`config.mk`:
```
export PLATFORM = sky130hd
export DESIGN_NAME = cdb_writeback_flat
export DESIGN_NICKNAME = d
export VERILOG_FILES = /design/src/rtl/cdb_writeback_pkg.sv /design/src/rtl/cdb_writeback_if.sv /design/src/rtl/cdb_writeback_rr_arbiter.sv /design/src/rtl/cdb_writeback.sv /design/src/flat_wrapper.sv
export SDC_FILE = /design/constraint.sdc
export NUM_CORES = 2
export LEC_CHECK = 0
export CAP_MARGIN = 20
export CORE_MARGIN = 1.5
export CORE_UTILIZATION = 40
export CTS_CLUSTER_DIAMETER = 50
export DETAILED_ROUTE_END_ITERATION = 8
export DONT_BUFFER_PORTS = 1
export RECOVER_POWER = 50
export REMOVE_ABC_BUFFERS = 1
export SLEW_MARGIN = 5
export SYNTH_ARGS = -nofsm -noshare
export SYNTH_HDL_FRONTEND = slang
export SYNTH_SLANG_ARGS = --single-unit
export TNS_END_PERCENT = 5
```
`constraint.sdc`:
```
create_clock -name clk -period 59.3 [get_ports clk]
set_input_delay 17.79 -clock clk [delete_from_list [all_inputs] [get_ports clk]]
set_output_delay 17.79 -clock clk [all_outputs]
set_load 0.05 [all_outputs]
```
`src/rtl/cdb_writeback_pkg.sv`:
```
// cdb_writeback_pkg: shared widths, register-file size and label constants for the CDB writeback block.
// Contents: LABEL_W, DATA_W, NUM_REGS, REG_AW, label_t/data_t/reg_addr_t types, LABEL_NONE,
// and label_at/value_at slice helpers for the packed per-FU vectors.
// Optional feature macro used by the design: CDB_BYPASS_EN.
package cdb_writeback_pkg;
    localparam int LABEL_W  = 4;
    localparam int DATA_W   = 32;
    localparam int NUM_REGS = 32;
    localparam int REG_AW   = 5;
    typedef logic [LABEL_W-1:0] label_t;
    typedef logic [DATA_W-1:0]  data_t;
    typedef logic [REG_AW-1:0]  reg_addr_t;
    localparam label_t LABEL_NONE = '0;
    // Helpers work on an 8-FU wide container so any N_FU in 2..8 can share them.
    function automatic label_t label_at(input logic [8*LABEL_W-1:0] v, input int i);
        return v[i*LABEL_W +: LABEL_W];
    endfunction
    function automatic data_t value_at(input logic [8*DATA_W-1:0] v, input int i);
        return v[i*DATA_W +: DATA_W];
    endfunction
endpackage

```
`src/rtl/cdb_writeback_if.sv`:
```
// cdb_writeback_if: FU result bus, CDB broadcast and issue-stage read/label-write signals.
// slave modport: the writeback block (consumes FU results, issue writes and read addresses;
//   drives fu_ready, the CDB broadcast and the read data).
// master modport: the surrounding pipeline (FUs + issue stage).
interface cdb_writeback_if
    import cdb_writeback_pkg::*;
#(
    parameter int N_FU = 4
);
    logic [N_FU-1:0]         fu_valid;
    logic [N_FU*LABEL_W-1:0] fu_label;
    logic [N_FU*DATA_W-1:0]  fu_value;
    logic [N_FU-1:0]         fu_ready;
    logic                    cdb_valid;
    label_t                  cdb_label;
    data_t                   cdb_value;
    reg_addr_t               readAddr1;
    reg_addr_t               readAddr2;
    label_t                  labelOut1;
    label_t                  labelOut2;
    data_t                   dataOut1;
    data_t                   dataOut2;
    logic                    issue_en;
    reg_addr_t               issue_target;
    label_t                  issue_label;

    modport slave (
        input  fu_valid, fu_label, fu_value,
        output fu_ready,
        output cdb_valid, cdb_label, cdb_value,
        input  readAddr1, readAddr2,
        output labelOut1, labelOut2, dataOut1, dataOut2,
        input  issue_en, issue_target, issue_label
    );

    modport master (
        output fu_valid, fu_label, fu_value,
        input  fu_ready,
        input  cdb_valid, cdb_label, cdb_value,
        output readAddr1, readAddr2,
        input  labelOut1, labelOut2, dataOut1, dataOut2,
        output issue_en, issue_target, issue_label
    );
endinterface

```
`src/rtl/cdb_writeback_rr_arbiter.sv`:
```
// cdb_writeback_rr_arbiter: N-wide round-robin arbiter with one-hot grant.
// Ports: clk, rst (async, active-high); i_req requests; o_gnt one-hot grant (zero while rst);
//   o_idx index of the granted requester; o_any a grant is issued this cycle.
// The search starts at the pointer and wraps; the pointer moves past the winner on every grant.
module cdb_writeback_rr_arbiter #(
    parameter int N     = 4,
    parameter int IDX_W = (N > 1) ? $clog2(N) : 1
) (
    input  logic             clk,
    input  logic             rst,
    input  logic [N-1:0]     i_req,
    output logic [N-1:0]     o_gnt,
    output logic [IDX_W-1:0] o_idx,
    output logic             o_any
);
    logic [IDX_W-1:0] r_ptr;
    logic [N-1:0]     w_gnt;
    logic [IDX_W-1:0] w_idx;
    logic             w_found;

    always_comb begin
        w_gnt   = '0;
        w_idx   = '0;
        w_found = 1'b0;
        for (int k = 0; k < N; k++) begin
            if (!w_found && i_req[(int'(r_ptr) + k) % N]) begin
                w_found                        = 1'b1;
                w_gnt[(int'(r_ptr) + k) % N]   = 1'b1;
                w_idx                          = IDX_W'((int'(r_ptr) + k) % N);
            end
        end
    end

    // Grants are masked during reset so no FU believes its result was taken.
    assign o_gnt = rst ? '0 : w_gnt;
    assign o_any = w_found && !rst;
    assign o_idx = w_idx;

    always_ff @(posedge clk or posedge rst) begin
        if (rst)
            r_ptr <= '0;
        else if (w_found)
            r_ptr <= (int'(w_idx) == N - 1) ? '0 : w_idx + 1'b1;
    end
endmodule

```
`src/rtl/cdb_writeback.sv`:
```
// cdb_writeback: Tomasulo writeback stage - arbitrates FU results onto the CDB and owns the
// register status file (32 values + producer labels).
// Ports: clk, rst (async, active-high); bus (cdb_writeback_if.slave) carrying FU results/grants,
//   the registered CDB broadcast, two combinational read ports and the issue label write.
// Optional feature: define CDB_BYPASS_EN to forward an in-flight CDB broadcast to the read ports.
module cdb_writeback
    import cdb_writeback_pkg::*;
#(
    parameter int N_FU = 4
) (
    input  logic            clk,
    input  logic            rst,
    cdb_writeback_if.slave  bus
);
    localparam int IDX_W = (N_FU > 1) ? $clog2(N_FU) : 1;

    logic [N_FU-1:0]  w_gnt;
    logic [IDX_W-1:0] w_idx;
    logic             w_any;
    label_t           w_fu_label;
    data_t            w_fu_value;
    logic             w_byp1;
    logic             w_byp2;

    label_t r_lab [NUM_REGS];
    data_t  r_val [NUM_REGS];
    logic   r_cdb_valid;
    label_t r_cdb_label;
    data_t  r_cdb_value;

    cdb_writeback_rr_arbiter #(.N(N_FU), .IDX_W(IDX_W)) u_arb (
        .clk   (clk),
        .rst   (rst),
        .i_req (bus.fu_valid),
        .o_gnt (w_gnt),
        .o_idx (w_idx),
        .o_any (w_any)
    );

    assign w_fu_label   = label_at((8*LABEL_W)'(bus.fu_label), int'(w_idx));
    assign w_fu_value   = value_at((8*DATA_W)'(bus.fu_value), int'(w_idx));
    assign bus.fu_ready = w_gnt;

    // A granted label-0 result is consumed without broadcasting; label/value keep the last real one.
    always_ff @(posedge clk or posedge rst) begin
        if (rst) begin
            r_cdb_valid <= 1'b0;
            r_cdb_label <= LABEL_NONE;
            r_cdb_value <= '0;
        end else if (w_any) begin
            r_cdb_valid <= w_fu_label != LABEL_NONE;
            if (w_fu_label != LABEL_NONE) begin
                r_cdb_label <= w_fu_label;
                r_cdb_value <= w_fu_value;
            end
        end else begin
            r_cdb_valid <= 1'b0;
        end
    end

    // Register 0 is never written after reset. Issue is applied after the CDB capture so that
    // a same-edge issue to a capturing register keeps the new producer label.
    always_ff @(posedge clk or posedge rst) begin
        if (rst) begin
            for (int r = 0; r < NUM_REGS; r++) begin
                r_lab[r] <= LABEL_NONE;
                r_val[r] <= '0;
            end
        end else begin
            for (int r = 1; r < NUM_REGS; r++) begin
                if (r_cdb_valid && r_lab[r] == r_cdb_label) begin
                    r_val[r] <= r_cdb_value;
                    r_lab[r] <= LABEL_NONE;
                end
                if (bus.issue_en && int'(bus.issue_target) == r)
                    r_lab[r] <= bus.issue_label;
            end
        end
    end

`ifdef CDB_BYPASS_EN
    assign w_byp1 = r_cdb_valid && r_cdb_label != LABEL_NONE && r_lab[bus.readAddr1] == r_cdb_label;
    assign w_byp2 = r_cdb_valid && r_cdb_label != LABEL_NONE && r_lab[bus.readAddr2] == r_cdb_label;
`else
    assign w_byp1 = 1'b0;
    assign w_byp2 = 1'b0;
`endif

    assign bus.labelOut1 = w_byp1 ? LABEL_NONE : r_lab[bus.readAddr1];
    assign bus.labelOut2 = w_byp2 ? LABEL_NONE : r_lab[bus.readAddr2];
    assign bus.dataOut1  = w_byp1 ? r_cdb_value : r_val[bus.readAddr1];
    assign bus.dataOut2  = w_byp2 ? r_cdb_value : r_val[bus.readAddr2];

    assign bus.cdb_valid = r_cdb_valid;
    assign bus.cdb_label = r_cdb_label;
    assign bus.cdb_value = r_cdb_value;
endmodule

```
`src/flat_wrapper.sv`:
```
// flat-port wrapper written by rule: the top's interface ports become plain ports
module cdb_writeback_flat import cdb_writeback_pkg::*;
#(
    parameter int N_FU = 4
)
  (clk, rst, bus_fu_valid, bus_fu_label, bus_fu_value, bus_fu_ready, bus_cdb_valid, bus_cdb_label, bus_cdb_value, bus_readAddr1, bus_readAddr2, bus_labelOut1, bus_labelOut2, bus_dataOut1, bus_dataOut2, bus_issue_en, bus_issue_target, bus_issue_label);
  cdb_writeback_if #(.N_FU(N_FU)) bus_i ();
  input  logic clk;
  input  logic rst;
  input wire logic [$bits(bus_i.fu_valid)-1:0] bus_fu_valid;
  input wire logic [$bits(bus_i.fu_label)-1:0] bus_fu_label;
  input wire logic [$bits(bus_i.fu_value)-1:0] bus_fu_value;
  output wire logic [$bits(bus_i.fu_ready)-1:0] bus_fu_ready;
  output wire logic [$bits(bus_i.cdb_valid)-1:0] bus_cdb_valid;
  output wire logic [$bits(bus_i.cdb_label)-1:0] bus_cdb_label;
  output wire logic [$bits(bus_i.cdb_value)-1:0] bus_cdb_value;
  input wire logic [$bits(bus_i.readAddr1)-1:0] bus_readAddr1;
  input wire logic [$bits(bus_i.readAddr2)-1:0] bus_readAddr2;
  output wire logic [$bits(bus_i.labelOut1)-1:0] bus_labelOut1;
  output wire logic [$bits(bus_i.labelOut2)-1:0] bus_labelOut2;
  output wire logic [$bits(bus_i.dataOut1)-1:0] bus_dataOut1;
  output wire logic [$bits(bus_i.dataOut2)-1:0] bus_dataOut2;
  input wire logic [$bits(bus_i.issue_en)-1:0] bus_issue_en;
  input wire logic [$bits(bus_i.issue_target)-1:0] bus_issue_target;
  input wire logic [$bits(bus_i.issue_label)-1:0] bus_issue_label;
  assign bus_i.fu_valid = bus_fu_valid;
  assign bus_i.fu_label = bus_fu_label;
  assign bus_i.fu_value = bus_fu_value;
  assign bus_fu_ready = bus_i.fu_ready;
  assign bus_cdb_valid = bus_i.cdb_valid;
  assign bus_cdb_label = bus_i.cdb_label;
  assign bus_cdb_value = bus_i.cdb_value;
  assign bus_i.readAddr1 = bus_readAddr1;
  assign bus_i.readAddr2 = bus_readAddr2;
  assign bus_labelOut1 = bus_i.labelOut1;
  assign bus_labelOut2 = bus_i.labelOut2;
  assign bus_dataOut1 = bus_i.dataOut1;
  assign bus_dataOut2 = bus_i.dataOut2;
  assign bus_i.issue_en = bus_issue_en;
  assign bus_i.issue_target = bus_issue_target;
  assign bus_i.issue_label = bus_issue_label;
  cdb_writeback #(.N_FU(N_FU)) u_core (.clk(clk), .rst(rst), .bus(bus_i));
endmodule
```
---- Word level (Yosys, flattened, before mapping) ----
Cells that the tools add are included.
word-level totals
  register bits ........................... 1155
  input port bits ......................... 170
  output and inout port bits .............. 113
operators by class
  add/subtract/negate cells ............... 4
  $lt $le $gt $ge ......................... 10
  equal/unequal tests ..................... 63
  shift-type cells ........................ 2
  multiplexer cells ....................... 108
  bitwise operators ....................... 8
  reductions and logical operators ........ 110
operators by type and width
  cell                  count
  $bmux W32 S5          2
  $mux W4               71
  $shiftx A256 B8 Y32   1
  $mux W32              4
  $eq A4 B4 Y1          31
  $eq A5 B5 Y1 const B  16
  $logic_and A1 B1 Y1   70
  $reduce_bool A2 Y1    31
  $bmux W4 S5           2
  $eq A5 B4 Y1 const B  8
  $shiftx A32 B5 Y4     1
  $eq A5 B3 Y1 const B  4
  $mux W1               16
  $ge A6 B6 Y1 const B  2
  $lt A3 B4 Y1 const B  3
  $not A5 Y6            2
  $or A4 B4 Y4          3
  $eq A5 B2 Y1 const B  2
  $mux W2               5
  $ge A3 B1 Y1 const B  3
  $bmux W1 S2           4
  $demux W1 S2          4
  $reduce_or A2 Y1      3
  $eq A5 B1 Y1 const B  1
  9 further kinds       16

---- Logic depth before layout (Yosys ltp) ----
  word-level depth ........................ 17
  depth in mapped cells ................... 11
  depth with buffers taken out ............ 8

---- Cells and area by module ----
From an unflattened synthesis, not the netlist that was laid out.
second synthesis, totals
  cell total of the unflattened synthesis .. 4632
  area, all modules ....................... 64573.2 µm²
modules (own cells, without submodules)
  module                    instances  cells each  area an instance (µm²)  sequential area each (µm²)
  cdb_writeback             1          4548        63862.5                 28852.7
  cdb_writeback_rr_arbiter  1          84          710.7                   50.0

---- Worst setup path before layout ----
No wires, ideal clock.
  path type ............................... input-to-output
  start point ............................. in bus_readAddr1[0]
  end point ............................... out bus_labelOut1[0]
  arrival ................................. 20.361 ns
  data required time ...................... 41.510 ns
  slack ................................... 21.149 ns
  stages on the path ...................... 6
  buffers on the path ..................... 3
  cell sequence ........................... clkbuf_1 -> buf_1 -> buf_1 -> mux4_2 -> mux4_2 -> mux2_2
between the ends
  word-level cells in the longest chain between the ends .. 4
ends and longest elaborated chain
  item                                        line                 source
  start, declared                             flat_wrapper.sv:17   input wire logic [$bits(bus_i.readAddr1)-1:0] bus_readAddr1;
  $not A5 Y6 (implied by the code)            cdb_writeback.sv:89  assign bus.labelOut1 = w_byp1 ? LABEL_NONE : r_lab[bus.readAddr1];
  $bmux W4 S5                                 cdb_writeback.sv:89
  $mux W4 (implied by the code) (2 in a row)  cdb_writeback.sv:89
  end, declared                               flat_wrapper.sv:19   output wire logic [$bits(bus_i.labelOut1)-1:0] bus_labelOut1;
Every way passes these cells. The select of a mux whose other input is x is not followed.

---- Final worst setup path ----
Ends and elaborated chain as after synthesis.

==> impl_metrics.toml <==
[run_status]
outcome = "complete, but fails checks"
failed_checks = "max-capacitance violations, max-slew violations"

[yosys]
synth-edff-count = 0
postSynth.asyncResetShare_pct = 100.0
synth_common_cells = "dfrtp_1, mux2_2, mux4_2, nand2_1, clkbuf_1"
avgSynthCellArea_um2 = 14.81
synth-seq-area-share_pct = 45.20
synth_seq_cells = 1155
synth_cell_types = 45
dominant_cell_type_by_area_after_synthesis = "dfrtp_1"
synth_flop_cell = "dfrtp_1"
gate_count_of_the_mapped_netlist = 4318
synth_area_um2 = 63940
yosysWarnings = 36
yosys.cell_count.top_type = "dfrtp_1"
synth_top_cell_area_share_pct = 45.20
synthTopCellsByArea = "dfrtp_1, mux4_2, mux2_2"

[routing]
drt_drc_violations_left = 0
detailroute.via_count = 39800
wl_um = 195300
drt_pass1_iterations = 8
postRouteAntennaNets = 0
drt_first_iter_violations = 3537
detail_route.wl_per_cell_um = 30.82
detail_route.vias_per_cell = 6.282

[floorplan]
floorplan.rows = 146
width_of_the_chip_um = 402.8
floorplan.core_area_um2 = 158600
initial_core_utilization_pct = 40.32
top_level_ports = 283
die_height_um = 402.8
design.die.area_um2 = 162300

[final_layout]
final_nets = 4318
fin_util_pct = 44.68
layout.area.seq_um2 = 28910
nFillCells = 14030
design_area_um2 = 70850
multi_input_area_um2 = 33330
drive_gt1_share_pct = 49.92
syn2layout_area_growth_pct = 10.81

[setup_path]
timing.critical_path.max_delay_family = "simple AND/OR/NAND/NOR gates"
worst-endpoint-required_ps = 41510
critical_path_arrival_ps = 20550
startpoint_type = "input pin"
largest_fanout_of_any_net_on_the_critical_path = 290
delay_of_the_slowest_cell_on_the_worst_path_ps = 1050
worstSetupPathType = "input pin to primary output"
cp_cell_sequence = "nor2b_4, buf_4, a22o_1, mux4_2, mux2_2"
crit_path_top_delay_cell = "nor2b_4"
setup.worst_path.end_class = "primary output"
cp.buffers_inverters = 1

[sta]
timing.max_slew.rel_slack_pct = -304.6
final.setup.worst_slack_ps = 20960
rsz_0062_raised_after_global_routing = "no"
setup_viol = 0
hold_violations = 0
period_minus_slack_ps = 38340
tns_ps = 0
timing.final.max_slew_violations = 1292
tightestPinTransition_ps = 6069
fin_worst_skew_ps = 28.88
max_clock_freq_mhz = 26.08
final_min_period_over_clock_period_pct = 64.65

[power_and_ir_drop]
finalPower_w = 0.003976
static-leakage-power_nw = 29.18
power.internal_w = 0.002561
power_density_over_the_cells_nw_per_um2 = 56.12
peakVddDrop_mv = 0.04210
power.share.switching_pct = 35.59
power.share.combinational_pct = 39.4
netSwitchingPower_w = 0.001415
share_clk_of_total_power_pct = 24.2
power_share_of_the_sequential_group_pct = 36.4

[global_routing]
grt-ovfl-total = 0
grt_start_max_net_pins = 293
first_global_vias = 41880
global_route_wire_length_before_repair_um = 290900
number_of_antenna_violations_at_the_first_check_in_global_routing = 2
global_route.usage.total_pct = 24.28

[placed_design]
numPortBuffers = 0
pre_cts_slack_ps = 21230
dp_hpwl_um = 101300
gp_routability_congestion = 0.8600
dpl_cell_area_um2 = 65820

[clock_tree]
postCtsSetupRepairBufs = 0
cts.sink_count = 1155
clk_pin_slew_worst_paths_ps = 50
clockRootBuffer = "clkbuf_16"
post_cts.resized_instances = 0
cts-root-to-sink-buffers = 3
ctsHoldBuffers = 0
clk_latency_ps = 800
tritoncts = "built"
clock_buffers_created_by_tritoncts = 154
max_h_tree_level = 4

[hold_path]
hold_path.class = "register to register"

[flow_run]
maxCapViolCount = 40
[final timing paths]
kind	from	end	slack, ps	depth (start not counted)
min in group asynchronous	rst	u_core.r_val[420]$_DFFE_PP0P_	18740	1
min	u_core.bus.cdb_value[18]$_DFFE_PP0P_	u_core.bus.cdb_value[18]$_DFFE_PP0P_	490	1
max	bus_readAddr1[0]	bus_labelOut1[0]	20960	5
min reg2reg	u_core.bus.cdb_value[18]$_DFFE_PP0P_	u_core.bus.cdb_value[18]$_DFFE_PP0P_	490	1
max in group asynchronous	rst	u_core.r_val[776]$_DFFE_PP0P_	35970	6
max reg2reg	u_core.bus.cdb_label[1]$_DFFE_PP0P_	u_core.r_lab[10]$_DFFE_PP0P_	51780	6
[per-stage QoR]
| stage | cells | hold WS, ps |
|---|---|---|
| after CTS | 6333 | 488.3 |
| after detailed placement | 6054 | 476.0 |
| final | 6336 | 485.9 |
| after floorplan | 3894 | 466.6 |
| after global routing | 6335 | 501.8 |
| after global placement | 6054 | 470.0 |
[power by group through the flow]
stage | Combinational, W | Clock [W] | Sequential, W
2_1_floorplan | 0.00114 | 0 | 0.00146
3_3_place_gp | 0.00154 | 0 | 0.00143
3_5_place_dp | 0.00157 | 0 | 0.00145
4_1_cts | 0.00158 | 0.000981 | 0.00144
5_1_grt | 0.00167 | 0.00101 | 0.00150
6_report | 0.00157 | 0.000962 | 0.00145
[per-layer routing]
metal	share of wire, %	track usage, %	vias to the layer above
met5	0.010	0	-
met4	2.9	7.362	2
met3	6.1	4.334	337
met2	46	37.59	1346
met1	45	34.89	21850
li1	-	-	16270
[final cells by class]
type	instances	area share, %
tap	2072	3.659
clock inverter	79	1.423
clock buffer	200	6.040
antenna	1	0.003532
multi-input combinational	2711	47.04
sequential	1155	40.80
inverter	28	0.1501
timing repair buffer	90	0.8812
[state kept, by name (all words and copies together) (netlist names)]
signal	cells
u_core.bus.cdb_value	32
u_core.bus.cdb_valid	1
u_core.bus.cdb_label	4
u_core.r_val	992
u_core.u_arb.r_ptr	2
u_core.r_lab	124
[kinds of logic (layout without fill, tap and decap cells)]
family / count (synthesis) / after routing / share of synthesized area, %
AND/OR/NAND/NOR: 444 / 444 / 2.898
other: 0 / 1 / 0
adder cells (fa/ha/maj): 8 / 8 / 0.1566
multiplexers: 1931 / 1931 / 45.24
XOR/XNOR: 89 / 89 / 1.219
buffers and inverters: 452 / 397 / 2.761
flip-flops: 1155 / 1155 / 45.20
AO/OA/AOI/OAI: 239 / 239 / 2.519
[worst register-to-register path: stages, from the launching register on]
cell and delay (ps):
dfrtp_1 650, clkbuf_1 2260, xnor2_1 270, nand2_1 110
nor4_1 210, clkbuf_1 3170, o21ai_0 550
[layout by cell type, fill, tap and decap left out, types with 3 or more instances in the layout]
cell type / instances
mux4_2: 650
nor4_1: 23
a221oi_1: 4
nand2b_1: 7
nand3_1: 25
clkinv_4: 5
dfrtp_2: 4
nand2_1: 310
o22ai_1: 13
mux2_2: 1149
a22o_1: 71
dfrtp_1: 1151
clkbuf_16: 156
buf_4: 55
mux2i_1: 111
a22oi_1: 4
nor2_1: 40
a222oi_1: 12
inv_1: 26
clkbuf_8: 21
clkbuf_1: 54
xnor2_1: 20
o21ai_0: 126
ha_1: 8
nor2b_1: 6
mux2_1: 20
clkinv_8: 7
clkinvlp_4: 14
bufinv_16: 15
nor3_1: 19
inv_8: 3
xor2_1: 69
clkinv_2: 18
inv_6: 15
Power figures use the tool's default switching activity.
